==> config.mk <==
export PLATFORM = sky130hd
export DESIGN_NAME = lin_frame_scheduler
export DESIGN_NICKNAME = d
export VERILOG_FILES = /design/src/rtl/lin_frame_scheduler.sv
export SDC_FILE = /design/constraint.sdc
export NUM_CORES = 1
export LEC_CHECK = 0
export CAP_MARGIN = 10
export CORE_MARGIN = 2
export CORE_UTILIZATION = 54
export DETAILED_ROUTE_END_ITERATION = 8
export PLACE_DENSITY = 0.88
export SETUP_SLACK_MARGIN = 0.2
export SYNTH_ARGS = -nofsm -noshare
export SYNTH_HDL_FRONTEND = slang
export SYNTH_SLANG_ARGS = --single-unit
==> constraint.sdc <==
create_clock -name clk -period 5.32 [get_ports clk]
set_clock_uncertainty 0.1 [all_clocks]
set_input_delay 1.064 -clock clk [delete_from_list [all_inputs] [get_ports clk]]
set_output_delay 1.064 -clock clk [all_outputs]
set_load 0.01 [all_outputs]
==> src/rtl/lin_frame_scheduler.sv <==
// =============================================================================
// Module   : lin_frame_scheduler
// Brief    : LIN master frame sequencer. It generates the break and delimiter,
//            then sends sync, PID, fetched payload bytes and the checksum.
//            Optional macro LIN_PL_TIMEOUT_EN aborts a frame on a payload-ack timeout.
// Revision : 1.0
// =============================================================================
`default_nettype none

module lin_frame_scheduler #(
    parameter int SLOTS      = 4,
    parameter int BIT_CYCLES = 16,
    parameter int BREAK_BITS = 13,
    parameter int PL_TIMEOUT = 64
) (
    input  logic                     clk,
    input  logic                     rst,
    input  logic                     enable,
    input  logic                     tick,
    input  logic                     cfg_we,
    input  logic [$clog2(SLOTS)-1:0] cfg_slot,
    input  logic [31:0]              cfg_wdata,
    output logic                     break_o,
    output logic                     tx_valid,
    output logic [7:0]               tx_data,
    input  logic                     tx_ready,
    output logic                     pl_req,
    output logic [$clog2(SLOTS)-1:0] pl_slot,
    output logic [2:0]               pl_idx,
    input  logic                     pl_ack,
    input  logic [7:0]               pl_data,
    output logic                     busy,
    output logic                     frame_done,
    output logic [$clog2(SLOTS)-1:0] done_slot,
    output logic                     frame_err
);

    localparam int SW      = $clog2(SLOTS);
    localparam int BRK_CYC = BREAK_BITS * BIT_CYCLES;
    localparam int TW      = (BRK_CYC > 1) ? $clog2(BRK_CYC) : 1;

    typedef enum logic [3:0] {
        S_IDLE  = 4'd0,
        S_BREAK = 4'd1,
        S_DELIM = 4'd2,
        S_SYNC  = 4'd3,
        S_PID   = 4'd4,
        S_FETCH = 4'd5,
        S_DATA  = 4'd6,
        S_CKSUM = 4'd7,
        S_DONE  = 4'd8,
        S_WAIT  = 4'd9
    } state_t;

    // Schedule table
    logic [5:0]  tbl_id_q  [SLOTS];
    logic [3:0]  tbl_len_q [SLOTS];
    logic        tbl_enh_q [SLOTS];
    logic [15:0] tbl_per_q [SLOTS];

    state_t          state_q, state_d;
    logic [SW-1:0]   ptr_q, ptr_d;
    logic [SW-1:0]   slot_q, slot_d;
    logic [5:0]      id_q, id_d;
    logic [3:0]      len_q, len_d;
    logic            enh_q, enh_d;
    logic [3:0]      idx_q, idx_d;
    logic [7:0]      data_q, data_d;
    logic [7:0]      sum_q, sum_d;
    logic [TW-1:0]   tmr_q, tmr_d;
    logic [15:0]     wait_q, wait_d;

    logic            w_sel_found;
    logic [SW-1:0]   w_sel_slot;
    logic [SW-1:0]   w_cand;
    logic [3:0]      w_sel_len;
    logic [7:0]      w_pid;
    logic            w_unused;

`ifdef LIN_PL_TIMEOUT_EN
    localparam int TOW = (PL_TIMEOUT > 1) ? $clog2(PL_TIMEOUT) : 1;
    logic [TOW-1:0]  to_q, to_d;
    logic            ferr_q, ferr_d;
`endif

    function automatic logic [7:0] cks_add(input logic [7:0] s, input logic [7:0] b);
        logic [8:0] t;
        t = {1'b0, s} + {1'b0, b};
        return t[7:0] + {7'd0, t[8]};
    endfunction

    function automatic logic [7:0] pid_of(input logic [5:0] id);
        logic p0;
        logic p1;
        p0 = id[0] ^ id[1] ^ id[2] ^ id[4];
        p1 = ~(id[1] ^ id[3] ^ id[4] ^ id[5]);
        return {p1, p0, id};
    endfunction

    assign w_pid = pid_of(id_q);

    always_ff @(posedge clk or posedge rst) begin
        if (rst) begin
            for (int i = 0; i < SLOTS; i++) begin
                tbl_id_q[i]  <= '0;
                tbl_len_q[i] <= '0;
                tbl_enh_q[i] <= 1'b0;
                tbl_per_q[i] <= '0;
            end
        end else if (cfg_we) begin
            tbl_id_q[cfg_slot]  <= cfg_wdata[5:0];
            tbl_len_q[cfg_slot] <= cfg_wdata[9:6];
            tbl_enh_q[cfg_slot] <= cfg_wdata[10];
            tbl_per_q[cfg_slot] <= cfg_wdata[31:16];
        end
    end

    // Round-robin pick: lowest offset from the pointer wins, hence the reverse scan.
    always_comb begin
        w_sel_found = 1'b0;
        w_sel_slot  = ptr_q;
        w_cand      = ptr_q;
        for (int k = SLOTS - 1; k >= 0; k--) begin
            w_cand = ptr_q + SW'(k);
            if (tbl_per_q[w_cand] != 16'd0) begin
                w_sel_found = 1'b1;
                w_sel_slot  = w_cand;
            end
        end
    end

    assign w_sel_len = (tbl_len_q[w_sel_slot] > 4'd8) ? 4'd8 : tbl_len_q[w_sel_slot];

    always_ff @(posedge clk or posedge rst) begin
        if (rst) begin
            state_q <= S_IDLE;
            ptr_q   <= '0;
            slot_q  <= '0;
            id_q    <= '0;
            len_q   <= '0;
            enh_q   <= 1'b0;
            idx_q   <= '0;
            data_q  <= '0;
            sum_q   <= '0;
            tmr_q   <= '0;
            wait_q  <= '0;
`ifdef LIN_PL_TIMEOUT_EN
            to_q    <= '0;
            ferr_q  <= 1'b0;
`endif
        end else begin
            state_q <= state_d;
            ptr_q   <= ptr_d;
            slot_q  <= slot_d;
            id_q    <= id_d;
            len_q   <= len_d;
            enh_q   <= enh_d;
            idx_q   <= idx_d;
            data_q  <= data_d;
            sum_q   <= sum_d;
            tmr_q   <= tmr_d;
            wait_q  <= wait_d;
`ifdef LIN_PL_TIMEOUT_EN
            to_q    <= to_d;
            ferr_q  <= ferr_d;
`endif
        end
    end

    always_comb begin
        state_d  = state_q;
        ptr_d    = ptr_q;
        slot_d   = slot_q;
        id_d     = id_q;
        len_d    = len_q;
        enh_d    = enh_q;
        idx_d    = idx_q;
        data_d   = data_q;
        sum_d    = sum_q;
        tmr_d    = tmr_q;
        wait_d   = wait_q;
        tx_valid = 1'b0;
        tx_data  = 8'h00;
`ifdef LIN_PL_TIMEOUT_EN
        to_d     = (state_q == S_FETCH) ? to_q + TOW'(1) : '0;
        ferr_d   = 1'b0;
`endif
        case (state_q)
            S_IDLE: begin
                if (enable && w_sel_found) begin
                    state_d = S_BREAK;
                    slot_d  = w_sel_slot;
                    id_d    = tbl_id_q[w_sel_slot];
                    len_d   = w_sel_len;
                    enh_d   = tbl_enh_q[w_sel_slot];
                    idx_d   = '0;
                    sum_d   = '0;
                    tmr_d   = TW'(BRK_CYC - 1);
                end
            end
            S_BREAK: begin
                if (tmr_q == '0) begin
                    state_d = S_DELIM;
                    tmr_d   = TW'(BIT_CYCLES - 1);
                end else begin
                    tmr_d = tmr_q - TW'(1);
                end
            end
            S_DELIM: begin
                if (tmr_q == '0) begin
                    state_d = S_SYNC;
                end else begin
                    tmr_d = tmr_q - TW'(1);
                end
            end
            S_SYNC: begin
                tx_valid = 1'b1;
                tx_data  = 8'h55;
                if (tx_ready) begin
                    state_d = S_PID;
                end
            end
            S_PID: begin
                tx_valid = 1'b1;
                tx_data  = w_pid;
                if (tx_ready) begin
                    if (enh_q) begin
                        sum_d = w_pid;
                    end
                    state_d = (len_q == 4'd0) ? S_DONE : S_FETCH;
                end
            end
            S_FETCH: begin
                if (pl_ack) begin
                    data_d  = pl_data;
                    state_d = S_DATA;
                end
`ifdef LIN_PL_TIMEOUT_EN
                else if (to_q == TOW'(PL_TIMEOUT - 1)) begin
                    state_d = S_WAIT;
                    wait_d  = tbl_per_q[slot_q];
                    ptr_d   = slot_q + SW'(1);
                    ferr_d  = 1'b1;
                end
`endif
            end
            S_DATA: begin
                tx_valid = 1'b1;
                tx_data  = data_q;
                if (tx_ready) begin
                    sum_d   = cks_add(sum_q, data_q);
                    idx_d   = idx_q + 4'd1;
                    state_d = (idx_q + 4'd1 == len_q) ? S_CKSUM : S_FETCH;
                end
            end
            S_CKSUM: begin
                tx_valid = 1'b1;
                tx_data  = ~sum_q;
                if (tx_ready) begin
                    state_d = S_DONE;
                end
            end
            S_DONE: begin
                wait_d  = tbl_per_q[slot_q];
                ptr_d   = slot_q + SW'(1);
                // Dropping enable parks the scheduler without running the period countdown.
                state_d = enable ? S_WAIT : S_IDLE;
            end
            S_WAIT: begin
                if (wait_q == 16'd0) begin
                    state_d = S_IDLE;
                end else if (tick) begin
                    wait_d = wait_q - 16'd1;
                end
            end
            default: state_d = S_IDLE;
        endcase
    end

    assign break_o    = (state_q == S_BREAK);
    assign busy       = (state_q == S_BREAK) || (state_q == S_DELIM) || (state_q == S_SYNC) ||
                        (state_q == S_PID)   || (state_q == S_FETCH) || (state_q == S_DATA) ||
                        (state_q == S_CKSUM);
    assign pl_req     = (state_q == S_FETCH);
    assign pl_slot    = pl_req ? slot_q : '0;
    assign pl_idx     = pl_req ? idx_q[2:0] : 3'd0;
    assign frame_done = (state_q == S_DONE);
    assign done_slot  = frame_done ? slot_q : '0;

`ifdef LIN_PL_TIMEOUT_EN
    assign frame_err = ferr_q;
    assign w_unused  = ^cfg_wdata[15:11];
`else
    assign frame_err = 1'b0;
    assign w_unused  = (^cfg_wdata[15:11]) ^ (PL_TIMEOUT != 0);
`endif

endmodule

`default_nettype wire

---- After elaboration in Yosys (flattened, before gate mapping) ----
Cells that the tools add are included.
cells by class
  add/subtract/negate cells ............... 9
  mux-type cells .......................... 78
  magnitude comparators ................... 9
  reductions and logical operators ........ 28
  bitwise gates (word level) .............. 15
  eq/ne operators ......................... 23
operators by type and width
  kind                                                                   count
  16-bit 2-to-1 mux                                                      13
  16-bit binary-select mux with 2-bit select                             5
  4-bit 2-to-1 mux                                                       17
  64-bit bitwise mux                                                     1
  16-bit nonzero test                                                    4
  8-bit 2-to-1 mux                                                       7
  8-bit one-hot mux with 3 select lines                                  2
  4-bit one-hot mux with 10 select lines                                 1
  16-bit demux with 2-bit select                                         1
  16-bit one-hot mux with 2 select lines                                 1
  8-bit one-hot mux with 4 select lines                                  1
  24-bit bitwise mux                                                     1
  2-bit != test, second input constant                                   11
  3-bit >= comparator, second input constant                             7
  2-bit inverter with 3-bit output                                       7
  6-bit 2-to-1 mux                                                       3
  16-bit bitwise mux                                                     1
  4-bit by 3-bit equality test with 1-bit output, second input constant  4
  16-bit logical NOT                                                     1
  16-bit by 1-bit subtractor with 16-bit output, second input constant   1
  2-bit 2-to-1 mux                                                       7
  6-bit binary-select mux with 2-bit select                              1
  6-bit demux with 2-bit select                                          1
  8-bit by 8-bit adder with 9-bit output                                 1
  34 further kinds                                                       63
storage, ports and cells
  bits of input ports ..................... 49
  word-level logic and storage cells ...... 189
  bits in registers ....................... 171

---- Logic depth before layout (Yosys ltp) ----
  word-level depth ........................ 16
  gate-level depth with buffers ........... 15
  mapped depth without buffers ............ 15

---- Worst setup path after synthesis ----
No wires, ideal clock.
  kind .................................... register -> register
  start point ............................. register data_q[0]
  end point ............................... register sum_q[6]
  path buffers ............................ 0
  path slack .............................. 2.546 ns
  cell stages (with the launch flop) ...... 16
  arrival time ............................ 2.546 ns
  cell sequence ........................... dfrtp_1 ha_1 inv_1 fa_1 nand2b_1 a21oi_1 o31a_1 o21ai_0 nand2b_1 ha_1 ha_1 and2_1 nand4_1 xor2_1 o21ai_0 mux2_1
on the way
  word-level cells in the longest chain between the ends .. 4
ends and longest elaborated chain
  element                                 RTL line  source
  start, declared                         68        logic [7:0] data_q, data_d;
  start signal, assigned                  159       data_q <= data_d;
  8-bit by 8-bit adder with 9-bit output  88        t = {1'b0, s} + {1'b0, b};
  8-bit by 1-bit adder with 8-bit output  89        return t[7:0] + {7'd0, t[8]};
  8-bit 2-to-1 mux                        250       if (tx_ready) begin
  8-bit one-hot mux with 3 select lines   188       case (state_q)
  end signal, assigned                    160       sum_q <= sum_d;
  end, declared                           69        logic [7:0] sum_q, sum_d;
No other way between the ends. The select of a mux whose other input is x is not followed.
A chain may end at the register's enable or synchronous reset.

---- Worst setup path after layout ----
  start point ............................. register state_q[2]
  end point ............................... output port tx_data[6]
on the way
  word-level cells in the longest chain between the ends .. 2
  elaborated cells between the ends (all ways) .. 5
  those cells by class .................... 4 x eq/ne; 1 x mux
ends and longest elaborated chain
  element                                                                                                                  RTL line  source
  start, declared                                                                                                          61        state_t state_q, state_d;
  start signal, assigned                                                                                                   152       state_q <= state_d;
  4-bit by 3-bit equality test with 1-bit output / 4-bit by 2-bit equality test with 1-bit output (equally long branches)  188
  8-bit one-hot mux with 4 select lines (*)                                                                                188
  end, declared                                                                                                            25        output logic [7:0] tx_data,
Every way passes the cells marked *; elsewhere a longest branch is shown, timed or not.

==> results.md <==
- Status: finished clean
- Worst EP required: 4160 ps
- Number of I/O port buffers: 63
- Power Density: 511 nW/um2
- Hold Crit Depth: 1
- Cell Area, Synth: 9420 um2
- Worst hold path class: reg2reg
- Post-route ant nets: 0
- Synth warn: 0
- Setup TNS: 0 ps
- Max-Cap Viols: 0
- FP Rows: 48
- Min Clock Period, post-route: 3810 ps
- Hold path endpoint: tmr_q[3]
- Critical Path Source Type: register
- Area Growth Syn to Fin: 15.1%
- GP Congestion: 0.903
- Total track usage: 25.3%
- Hold path startpoint: tmr_q[3]
- Crit path arrival time: 2650 ps
- # IOs: 70
- Final cell count without fillers: 1,115
- Worst R2R Setup Slack: 1830 ps
- CP startpoint: state_q[2]
- Seq cells post-synth: 171
- Post-cts sizing count: 0
- Synthesized area per cell: 11.4 um2
- Final Power: 5540 uW
- Antenna cell count: 0
- DP HPWL: 15,000 um
- Post-layout util: 63.1%
- VDD IR max: 0.000287 V
- Synth Net Count: 891
- Grt ovf: 0
- Starting Density: 54.8%
- DRC: 0
- Critical Path End Type: output port
- Initial DRC Count: 870
- Die H: 136 um
- H-tree depth: 4
- Ys async rst share: 100%
- R2R depth: 6
- R2r startpoint: state_q[0]
- Routed WL: 22,300 um
- Mapped Cells: 828
- Highest Clock Rate: 262 MHz
- Worst slack at placement: 1950 ps
- Slew HR: 15.8%
- Hold_buf cts: 0
- Post-synth top flop: dfrtp_1
- CTS tree: yes
- Chip width: 136 um
- Placed instance count: 1,083
- Crit path largest cell delay: 720 ps
- Crit Path Class: reg2out
- Routed via count: 7,080
- Initial antenna violation count: 0
- Critical-path top delay cell: dfrtp_1
- Clock Tree Buf Depth: 2
- Worst Path Max Fanout: 18
- Vias in the first global route: 6,989
- Pleak: 0.00442 uW
- Hold violation count in the final report: 0
- Post-synth top area cell: dfrtp_1
- Synth cell types: 81
- Clk root buf: clkbuf_16
- Buffer count from post-CTS setup fixing: 0
- Reg2reg end: wait_q[15]
- Area share of the largest cell type after synthesis: 45.4%
- TritonRoute pass-1 iters: 5
- Sequential area share after synthesis: 45.4%
- First-pass GRT wire length: 36,400 um
- Final period util: 71.7%
- CP cell instances: nand2b_1, nor3_1, buf_4, nand2_1, o21ai_0, clkdlybuf4s50_1
- Core Region: 17,200 um2
- Area contributors post-synth: dfrtp_1 (45%), mux2_2 (14%), mux4_2 (3.8%)
- Detailed-route vias per instance: 6.35
- Setup violations, final: 0
- Worst-path clk slew: 60 ps
- RSZ-0062 raised after global routing: no
- Share of post-route cells with drive strength above 1: 23.7%
- Commonest non-fill, non-tap cell in the layout: dfrtp_1
- Slew Viols, Final: 0
- WL/cell: 20.0 um
- Clk Latency, worst-skew pair: 440 ps
- Die area: 18,500 um2
- Number of flops mapped to enable cells by yosys: 0
- Final worst slack: 1510 ps
- Nets: 940
- Most frequent cells in the layout: dfrtp_1 (171), mux2_2 (117), clkdlybuf4s50_1 (63), nand2_1 (61), o21ai_0 (50)
- CTS Buf Count: 17
- Worst slew pin tran: 1260 ps
- CTS Sinks: 171
- Largest net degree at the start of global routing: 92
==> per-stage QoR <==
stage	hold WS (ps)	area (um2)
4_1_cts	385	10800
3_5_place_dp	372	10200
2_1_floorplan	345	9420
6_report	390	10800
5_1_grt	417	10800
3_3_place_gp	371	10200
==> cells in the mapped netlist, types with 4 or more instances <==
cell type / instances
and3_1: 10
buf_1: 9
nor4_2: 7
nor3b_1: 5
nand2b_1: 17
o21ai_0: 50
mux2_2: 117
a21oi_1: 39
nor3_1: 19
nor2b_1: 5
buf_2: 4
a22oi_1: 13
mux4_2: 16
or3_1: 6
dfrtp_1: 171
o21ai_1: 10
inv_1: 22
clkbuf_1: 24
xor2_1: 9
xnor2_1: 11
o221ai_1: 10
nor4_4: 8
nand3_1: 11
a31oi_1: 8
mux2i_1: 18
ha_1: 13
nand2_1: 61
nor2_1: 43
nand3b_1: 6
nand4_1: 4
o22a_1: 5
==> flip-flops by register name (all words and copies together) (netlist names), 6 cells and up <==
name / count
tbl_per_q: 64
tbl_id_q: 24
tbl_len_q: 16
wait_q: 16
data_q: 8
sum_q: 8
tmr_q: 8
id_q: 6
==> worst max path at each step <==
| stage | end | slack (ps) | cells after the start |
|---|---|---|---|
| floorplan | data_q[0] | 1970 | 1 |
| CTS | tx_data[1] | 1570 | 4 |
| global route | tx_data[1] | 1400 | 4 |
| detailed placement | wait_q[15] | 1950 | 6 |
| finish | tx_data[6] | 1510 | 6 |
| global placement | wait_q[15] | 2000 | 6 |
==> worst max-delay path, delay by kind of cell (launching register included) <==
family,cells,cell delay (ps)
AO/OA/AOI/OAI,1,80
buffers and inverters,2,790
flip-flops,1,720
AND/OR/NAND/NOR,3,620
==> logic make-up after synthesis <==
| kind of cell | count (synthesis) | share of synthesized area (%) |
|---|---|---|
| other | 1 | 0.0398 |
| AND/OR/NAND/NOR | 226 | 14.6 |
| XOR/XNOR | 20 | 1.86 |
| flip-flops | 171 | 45.4 |
| multiplexers | 152 | 19.9 |
| AO/OA/AOI/OAI | 179 | 13.2 |
| adder cells (fa/ha/maj) | 14 | 1.94 |
| buffers and inverters | 65 | 3.04 |
==> layer usage <==
layer / part of all wire (%) / vias to the layer above / track usage [%]
met5: 0 / - / 0
met4: 3.1 / 0 / 10.9
met3: 6.3 / 61 / 4.25
met2: 47 / 335 / 39.2
met1: 44 / 3503 / 35.3
li1: - / 3181 / -
==> layout make-up <==
class,instances,area [um2]
Tap cell,225,282
Timing Repair Buffer,73,718
Multi-Input combinational cell,592,4860
Sequential cell,171,4280
Fill cell,1275,6330
Inverter,22,86.3
Clock buffer,20,457
Clock inverter,12,164
==> report_power, final <==
group          switching [uW]  internal, uW
combinational            1130          1020
clock                     531           768
sequential                453          1650
total                    2110          3430
Note: power is estimated with default switching activity, not from simulation.
